## config.mk

```make
export PLATFORM = sky130hd
export DESIGN_NAME = bless_inject_ctrl
export DESIGN_NICKNAME = d
export VERILOG_FILES = /design/src/rtl/bless_inject_ctrl.sv
export SDC_FILE = /design/constraint.sdc
export NUM_CORES = 1
export LEC_CHECK = 0
export CORE_ASPECT_RATIO = 1.1
export CORE_MARGIN = 2
export CORE_UTILIZATION = 49
export DETAILED_ROUTE_END_ITERATION = 10
export GPL_TIMING_DRIVEN = 0
export MAX_ROUTING_LAYER = met4
export PLACE_DENSITY = 0.88
export RECOVER_POWER = 100
export SKIP_CTS_REPAIR_TIMING = 1
export SLEW_MARGIN = 20
export SYNTH_ARGS = -nofsm -noshare
export SYNTH_HDL_FRONTEND = slang
export SYNTH_SLANG_ARGS = --single-unit
```

## constraint.sdc

```tcl
create_clock -name clk -period 13.4 [get_ports clk]
set_clock_uncertainty 0.15 [all_clocks]
set_input_delay 1.34 -clock clk [delete_from_list [all_inputs] [get_ports clk]]
set_output_delay 1.34 -clock clk [all_outputs]
set_load 0.05 [all_outputs]
```

## src/rtl/bless_inject_ctrl.sv

```systemverilog
// BLESS local-port injection scheduler: PE flit FIFO, injection gated on a free network link, starvation flag.
// Optional injection time stamp is compiled in with BLESS_INJ_TIMESTAMP_EN.
module bless_inject_ctrl #(
    parameter int WIDTH        = 64,
    parameter int DEPTH        = 4,
    parameter int TIME_LSB     = 32,
    parameter int TIME_W       = 8,
    parameter int STARVE_LIMIT = 16
) (
    input  logic                       clk,
    input  logic                       reset,
    input  logic [WIDTH-1:0]           pe_flit,
    input  logic                       pe_valid,
    output logic                       pe_ready,
    input  logic [WIDTH-1:0]           dinW,
    input  logic [WIDTH-1:0]           dinE,
    input  logic [WIDTH-1:0]           dinS,
    input  logic [WIDTH-1:0]           dinN,
    output logic [WIDTH-1:0]           inj_flit,
    output logic [$clog2(DEPTH):0]     fifo_count,
    output logic                       starved
);
    localparam int AW = $clog2(DEPTH);
    localparam logic [AW:0] DEPTH_C = (AW+1)'(DEPTH);
    localparam logic [15:0] LIMIT_C = 16'(STARVE_LIMIT);

    if (TIME_LSB + TIME_W > WIDTH) begin : g_bad_time_field
        $error("time field does not fit in the flit");
    end
    if ((DEPTH < 2) || ((DEPTH & (DEPTH - 1)) != 0)) begin : g_bad_depth
        $error("DEPTH must be a power of two and at least 2");
    end

    logic [WIDTH-1:0] mem [DEPTH];
    logic [AW-1:0]    wr_ptr;
    logic [AW-1:0]    rd_ptr;
    logic [AW:0]      count;
    logic [15:0]      blk_cnt;
    logic [15:0]      blk_next;
    logic [2:0]       busy;
    logic             all_busy;
    logic             can_inj;
    logic             push_store;
    logic             pop;
    logic [WIDTH-1:0] head;
    logic [WIDTH-1:0] head_out;

    assign fifo_count = count;
    assign head       = mem[rd_ptr];

    always_comb begin
        busy = 3'(dinW != '0) + 3'(dinE != '0) + 3'(dinS != '0) + 3'(dinN != '0);
        all_busy = (busy == 3'd4);
    end

    assign pe_ready   = (count < DEPTH_C) & ~reset;
    assign can_inj    = (count != '0) & ~all_busy & ~reset;
    assign pop        = can_inj;
    // Zero flits complete the handshake but are never stored.
    assign push_store = pe_valid & pe_ready & (pe_flit != '0);
    assign inj_flit   = can_inj ? head_out : '0;

`ifdef BLESS_INJ_TIMESTAMP_EN
    logic [TIME_W-1:0] tcount;

    always_ff @(posedge clk) begin
        if (reset) tcount <= '0;
        else       tcount <= tcount + TIME_W'(1);
    end

    // A stamp that zeroes the whole flit would read as "no flit"; keep it visible.
    always_comb begin
        head_out = head;
        head_out[TIME_LSB +: TIME_W] = tcount;
        if (head_out == '0) head_out[TIME_LSB] = 1'b1;
    end
`else
    assign head_out = head;
`endif

    always_ff @(posedge clk) begin
        if (push_store) mem[wr_ptr] <= pe_flit;
    end

    always_ff @(posedge clk) begin
        if (reset) begin
            wr_ptr <= '0;
            rd_ptr <= '0;
            count  <= '0;
        end else begin
            if (push_store) wr_ptr <= wr_ptr + AW'(1);
            if (pop)        rd_ptr <= rd_ptr + AW'(1);
            case ({push_store, pop})
                2'b10:   count <= count + (AW+1)'(1);
                2'b01:   count <= count - (AW+1)'(1);
                default: count <= count;
            endcase
        end
    end

    always_comb begin
        blk_next = blk_cnt;
        if (pop || (count == '0))            blk_next = '0;
        else if (all_busy && (blk_cnt < LIMIT_C)) blk_next = blk_cnt + 16'd1;
    end

    always_ff @(posedge clk) begin
        if (reset) begin
            blk_cnt <= '0;
            starved <= 1'b0;
        end else begin
            blk_cnt <= blk_next;
            if (pop)                         starved <= 1'b0;
            else if (blk_next == LIMIT_C)    starved <= 1'b1;
        end
    end

endmodule

```

== Word level (Yosys, flattened, before mapping) ==
Memories as Yosys holds them, arrays and structs flattened. A register that Yosys moved wholly into a read port is not among the register bits.
Index checks and enable logic that the tools add are counted.
Operators by class
  $add $sub $neg: 8
  order comparisons: 2
  equal/unequal tests: 4
  muxes and demuxes: 8
  bitwise operators: 7
  reductions and logical operators: 11
Operators with widths (number)
  $reduce_bool A64 Y1: 5
  $mux W64: 1
  $mux W16: 2
  $add A16 B1 Y16 const B: 1
  $eq A16 B5 Y1 const B: 1
  $lt A16 B5 Y1 const B: 1
  $pmux W3 S2: 1
  $and A1 B1 Y1: 5
  $add A2 B1 Y2 const B: 2
  $mux W2: 2
  $add A2 B1 Y3: 1
  $add A3 B1 Y3: 1
  $add A3 B1 Y3 const B: 1
  $eq A3 B3 Y1 const B: 1
  $logic_not A3 Y1: 1
  $lt A3 B3 Y1 const B: 1
  $reduce_bool A3 Y1: 1
  $sub A3 B1 Y3 const B: 1
  $add A1 B1 Y2: 1
  $eq A2 B1 Y1 const B: 1
  $eq A2 B2 Y1 const B: 1
  $mux W1: 2
  $not A1 Y1: 2
  $reduce_bool A2 Y1: 1
  other kinds (3): 3
Storage, ports and cells
  bits in registers: 24
  RAM bits: 256
  input bits: 323
  output and inout bits: 69
  logic and storage cells: 46
  memories kept: 1
Memory list
  mem: depth 4, bits a word 64, rd ports 1, clocked after Yosys merged registers in 1, wr ports 1, line 34  | logic [WIDTH-1:0] mem [DEPTH];

== Longest topological paths before layout ==
  depth in word-level cells: 11
  mapped depth: 17
  mapped depth without buffers: 16

== Worst setup path after synthesis ==
No wires, ideal clock.
  path kind: input -> output
  start: in dinN[0]
  end: out inj_flit[24]
  arrival time: 4484 ps
  data required time: 11910 ps
  path slack: 7426 ps
  cell stages on the path: 11
  path buffers: 2
  cells stage by stage: nor4_1 nand4_1 or4_1 fa_1 ha_1 ha_1 nor3b_1 nor2_1 clkbuf_1 clkbuf_1 and3_1
Between the ends
  word-level cells in the longest chain between the ends: 7
RTL lines
  start: declaration: line 18  | input logic [WIDTH-1:0] dinN,
  $reduce_bool A64 Y1: line 52  | busy = 3'(dinW != '0) + 3'(dinE != '0) + 3'(dinS != '0) + 3'(dinN != '0);
  $add A3 B1 Y3: line 52
  $eq A3 B3 Y1: line 53  | all_busy = (busy == 3'd4);
  $not A1 Y1: line 57  | assign can_inj = (count != '0) & ~all_busy & ~reset;
  $and A1 B1 Y1 (2 in series): line 57
  $mux W64: line 61  | assign inj_flit = can_inj ? head_out : '0;
  end: declaration: line 19  | output logic [WIDTH-1:0] inj_flit,
No other way between the ends.

== Worst setup path after layout ==
  start: in dinW[8]
  end: out inj_flit[44]
Between the ends
  word-level cells in the longest chain between the ends: 9
RTL lines
  start: declaration: line 15  | input logic [WIDTH-1:0] dinW,
  $reduce_bool A64 Y1: line 52
  $add A1 B1 Y2: line 52
  $add A2 B1 Y3: line 52
  $add A3 B1 Y3: line 52
  $eq A3 B3 Y1: line 53
  $not A1 Y1: line 57
  $and A1 B1 Y1 (2 in series): line 57
  $mux W64: line 61
No other way between the ends.

==> impl_metrics.env <==
export IMPL_setup_viol=0
export IMPL_port_buffers=390
export IMPL_number_of_global_route_vias_before_repair=8375
export IMPL_vias=8098
export IMPL_max_cap_violations=7
export IMPL_half_perimeter_wire_length_of_the_detailed_placement_result_um=24970
export IMPL_avgViaCountPerCell=5.793
export IMPL_top_level_ports=392
export IMPL_post_drt_wl_per_cell_um=25.07
export IMPL_required_ns=11.91
export IMPL_largest_fanout_of_any_net_on_the_critical_path=10
export IMPL_synth_warning_count=0
export IMPL_holdWs_ns=0.3165
export IMPL_first_pass_grt_wire_length_um=49760
export IMPL_finalWirelength_um=35050
export IMPL_clkSlewWorstSetupHoldPaths_ns=0.06
export IMPL_syn_cell_area_um2=11480
export IMPL_synth_fp_nets=975
export IMPL_max_slew_margin_rel_pct=-90.57
export IMPL_die_width_um=150.0
export IMPL_die_area_um2=24680
export IMPL_holdCritPathClass="register to register"
export IMPL_dr_first_iter_drc_count=772
export IMPL_root_buffer="sky130_fd_sc_hd__clkbuf_16"
export IMPL_placementRows=58
export IMPL_grt_max_degree=45
export IMPL_timing_setup_critical_path_class="input port to primary output"
export IMPL_synth_seq_area_share_pct=71.47
export IMPL_peakVddDrop_mv=0.1243
export IMPL_fmax_mhz=120.0
export IMPL_synth_lib_cells_used_distinct=40
export IMPL_period_minus_slack_ns=8.334
export IMPL_clk_insertion_delay_late_ns=0.54
export IMPL_run_status="finished, violations left"
export IMPL_cp_arrival_ns=6.84
export IMPL_cts_buffer_depth=3
export IMPL_final_layout_size_suffix_gt1_share_pct=10.24
export IMPL_design_core_area_um2=22930
export IMPL_critPathLaunchType="input port"
export IMPL_setup_slack_after_placement_ns=5.178
export IMPL_gp_congestion=0.9370
export IMPL_cellPowerDensity_nw_per_um2=113.4
export IMPL_cts_htree_levels=1
export IMPL_tritoncts_num_buffers=26
export IMPL_worst_setup_path_end_kind="primary output"
export IMPL_grt_total_usage_pct=28.77
export IMPL_most_common_layout_cells="sky130_fd_sc_hd__clkdlybuf4s50_1, sky130_fd_sc_hd__edfxtp_1, sky130_fd_sc_hd__dlygate4sd3_1"
export IMPL_violations_in_the_final_reports="capacitance limit, slew limit"
export IMPL_timing_worst_slew_pin_value_ns=2.859
export IMPL_final_hold_violation_count=0
export IMPL_final_cycle_utilization_of_the_critical_path_pct=62.20
export IMPL_postSynthAreaPerCell_um2=17.89
export IMPL_ys_seq_elements=282
export IMPL_initial_utilization_pct=50.08
export IMPL_grt_antenna_before_repair=14
export IMPL_final_net_count=1397
export IMPL_number_of_clock_sinks=282
export IMPL_drcViolationCount=0
export IMPL_globalRoute_totalOverflow=0
export IMPL_syn_to_final_growth_pct=45.04
export IMPL_leakagePower_nw=5.785
export IMPL_slew_violations=246
export IMPL_dieHeight_um=164.6
export IMPL_final_setup_worst_slack_ns=5.066
export IMPL_setup_tns_ns=0
export IMPL_util_after_layout_pct=72.64
export IMPL_setup_repair_after_global_routing_missed_its_margin="false"
export IMPL_drt_antenna_violating_nets=0
export IMPL_drt_first_pass_iters=5
export IMPL_cts_tree="built"
export IMPL_syn_inst_count=642
## layer usage
| layer | vias up | share of wire (%) | global-route usage, % |
|---|---|---|---|
| li1 | 3566 | - | - |
| met1 | 3975 | 32 | 31.10 |
| met2 | 488 | 53 | 49.98 |
| met3 | 69 | 12 | 9.006 |
| met4 | 0 | 3.3 | 10.42 |
| met5 | - | 0 | - |
## per-stage QoR
step | power, mW | std cells | instance area [µm²]
2_1_floorplan | 1.042 | 642 | 11480
3_3_place_gp | 1.162 | 1332 | 15760
3_5_place_dp | 1.171 | 1336 | 15870
4_1_cts | 1.903 | 1384 | 16720
5_1_grt | 1.938 | 1397 | 16650
6_report | 1.889 | 1398 | 16660
## critical path, stage by stage
cell and delay (ns):
sky130_fd_sc_hd__clkdlybuf4s50_1 0.47, sky130_fd_sc_hd__nor4_1 0.32, sky130_fd_sc_hd__nand4_1 0.39, sky130_fd_sc_hd__or4_1 0.70, sky130_fd_sc_hd__fa_1 0.46, sky130_fd_sc_hd__ha_1 0.19
sky130_fd_sc_hd__ha_1 0.19, sky130_fd_sc_hd__nor3b_1 0.20, sky130_fd_sc_hd__nor2_1 0.51, sky130_fd_sc_hd__clkbuf_1 0.49, sky130_fd_sc_hd__clkbuf_1 0.42, sky130_fd_sc_hd__and3_1 0.25
sky130_fd_sc_hd__dlygate4sd3_1 0.89
## synthesized netlist by cell type
library cell | n | area share [%]
sky130_fd_sc_hd__a21oi_1 | 3 | 0.13
sky130_fd_sc_hd__a31oi_1 | 1 | 0.055
sky130_fd_sc_hd__a41o_1 | 1 | 0.087
sky130_fd_sc_hd__and2_0 | 1 | 0.055
sky130_fd_sc_hd__and2_1 | 12 | 0.65
sky130_fd_sc_hd__and2_4 | 1 | 0.076
sky130_fd_sc_hd__and3_1 | 65 | 3.5
sky130_fd_sc_hd__and3_2 | 4 | 0.26
sky130_fd_sc_hd__and4_1 | 1 | 0.076
sky130_fd_sc_hd__buf_2 | 8 | 0.35
sky130_fd_sc_hd__clkbuf_1 | 23 | 0.75
sky130_fd_sc_hd__dfxtp_1 | 26 | 4.5
sky130_fd_sc_hd__edfxtp_1 | 256 | 67
sky130_fd_sc_hd__fa_1 | 2 | 0.35
sky130_fd_sc_hd__ha_1 | 8 | 0.87
sky130_fd_sc_hd__inv_1 | 10 | 0.33
sky130_fd_sc_hd__mux2i_1 | 1 | 0.087
sky130_fd_sc_hd__mux4_2 | 64 | 13
sky130_fd_sc_hd__nand2_1 | 6 | 0.20
sky130_fd_sc_hd__nand3_1 | 4 | 0.17
sky130_fd_sc_hd__nand4_1 | 20 | 1.1
sky130_fd_sc_hd__nand4b_1 | 1 | 0.076
sky130_fd_sc_hd__nor2_1 | 12 | 0.39
sky130_fd_sc_hd__nor2b_1 | 1 | 0.055
sky130_fd_sc_hd__nor3_1 | 6 | 0.26
sky130_fd_sc_hd__nor3b_1 | 1 | 0.065
sky130_fd_sc_hd__nor4_1 | 81 | 4.4
sky130_fd_sc_hd__nor4_2 | 1 | 0.11
sky130_fd_sc_hd__nor4b_1 | 1 | 0.076
sky130_fd_sc_hd__o211ai_1 | 1 | 0.065
sky130_fd_sc_hd__o21a_1 | 1 | 0.065
sky130_fd_sc_hd__o21ai_0 | 3 | 0.13
sky130_fd_sc_hd__o21ai_1 | 1 | 0.044
sky130_fd_sc_hd__o31ai_1 | 1 | 0.065
sky130_fd_sc_hd__o31ai_2 | 1 | 0.11
sky130_fd_sc_hd__or3_1 | 2 | 0.11
sky130_fd_sc_hd__or4_1 | 4 | 0.26
sky130_fd_sc_hd__or4_4 | 1 | 0.098
sky130_fd_sc_hd__xnor2_1 | 3 | 0.23
sky130_fd_sc_hd__xor2_1 | 3 | 0.23
## final timing paths
path,end,slack [ns],start,cells after the start
min reg2reg,blk_cnt[11],0.32,blk_cnt[11],1
max,inj_flit[44],5.07,dinW[8],13
max reg2reg,mem[0][28],8.85,fifo_count[2],4
min,blk_cnt[11],0.32,blk_cnt[11],1
## area by class of cell
cell class | instances | area [µm²]
antenna | 14 | 35.03
clock buffer | 40 | 764.5
multi-input combinational | 319 | 3102
clock inverter | 8 | 91.34
timing repair buffer | 394 | 3919
sequential | 282 | 8208
inverter | 10 | 37.54
buffer | 31 | 125.1
tap | 300 | 375.4
fill | 1358 | 6275
## power breakdown
group	switching (mW)	leakage, nW	internal, mW
combinational	0.0602	2.83	0.0948
sequential	0.00721	2.54	0.987
clock	0.310	0.418	0.431
total	0.377	5.78	1.51
## logic make-up (layout without fill, tap and decap cells)
kind of cell | count (synthesis) | count (layout) | share of synthesized area [%]
compound gates | 13 | 13 | 0.7517
xor+xnor | 6 | 6 | 0.4576
fa+ha+maj | 10 | 10 | 1.220
buf+inv | 41 | 483 | 1.427
flops | 282 | 282 | 71.47
mux | 65 | 65 | 12.64
other cells | 0 | 14 | 0
simple gates | 225 | 225 | 12.04
## sequential cells by signal, indices dropped and copies added (netlist names), named ones only
name and flops:
wr_ptr 2, mem 256, blk_cnt 16, rd_ptr 2, fifo_count 3, starved 1
Power figures use the tool's default switching activity.
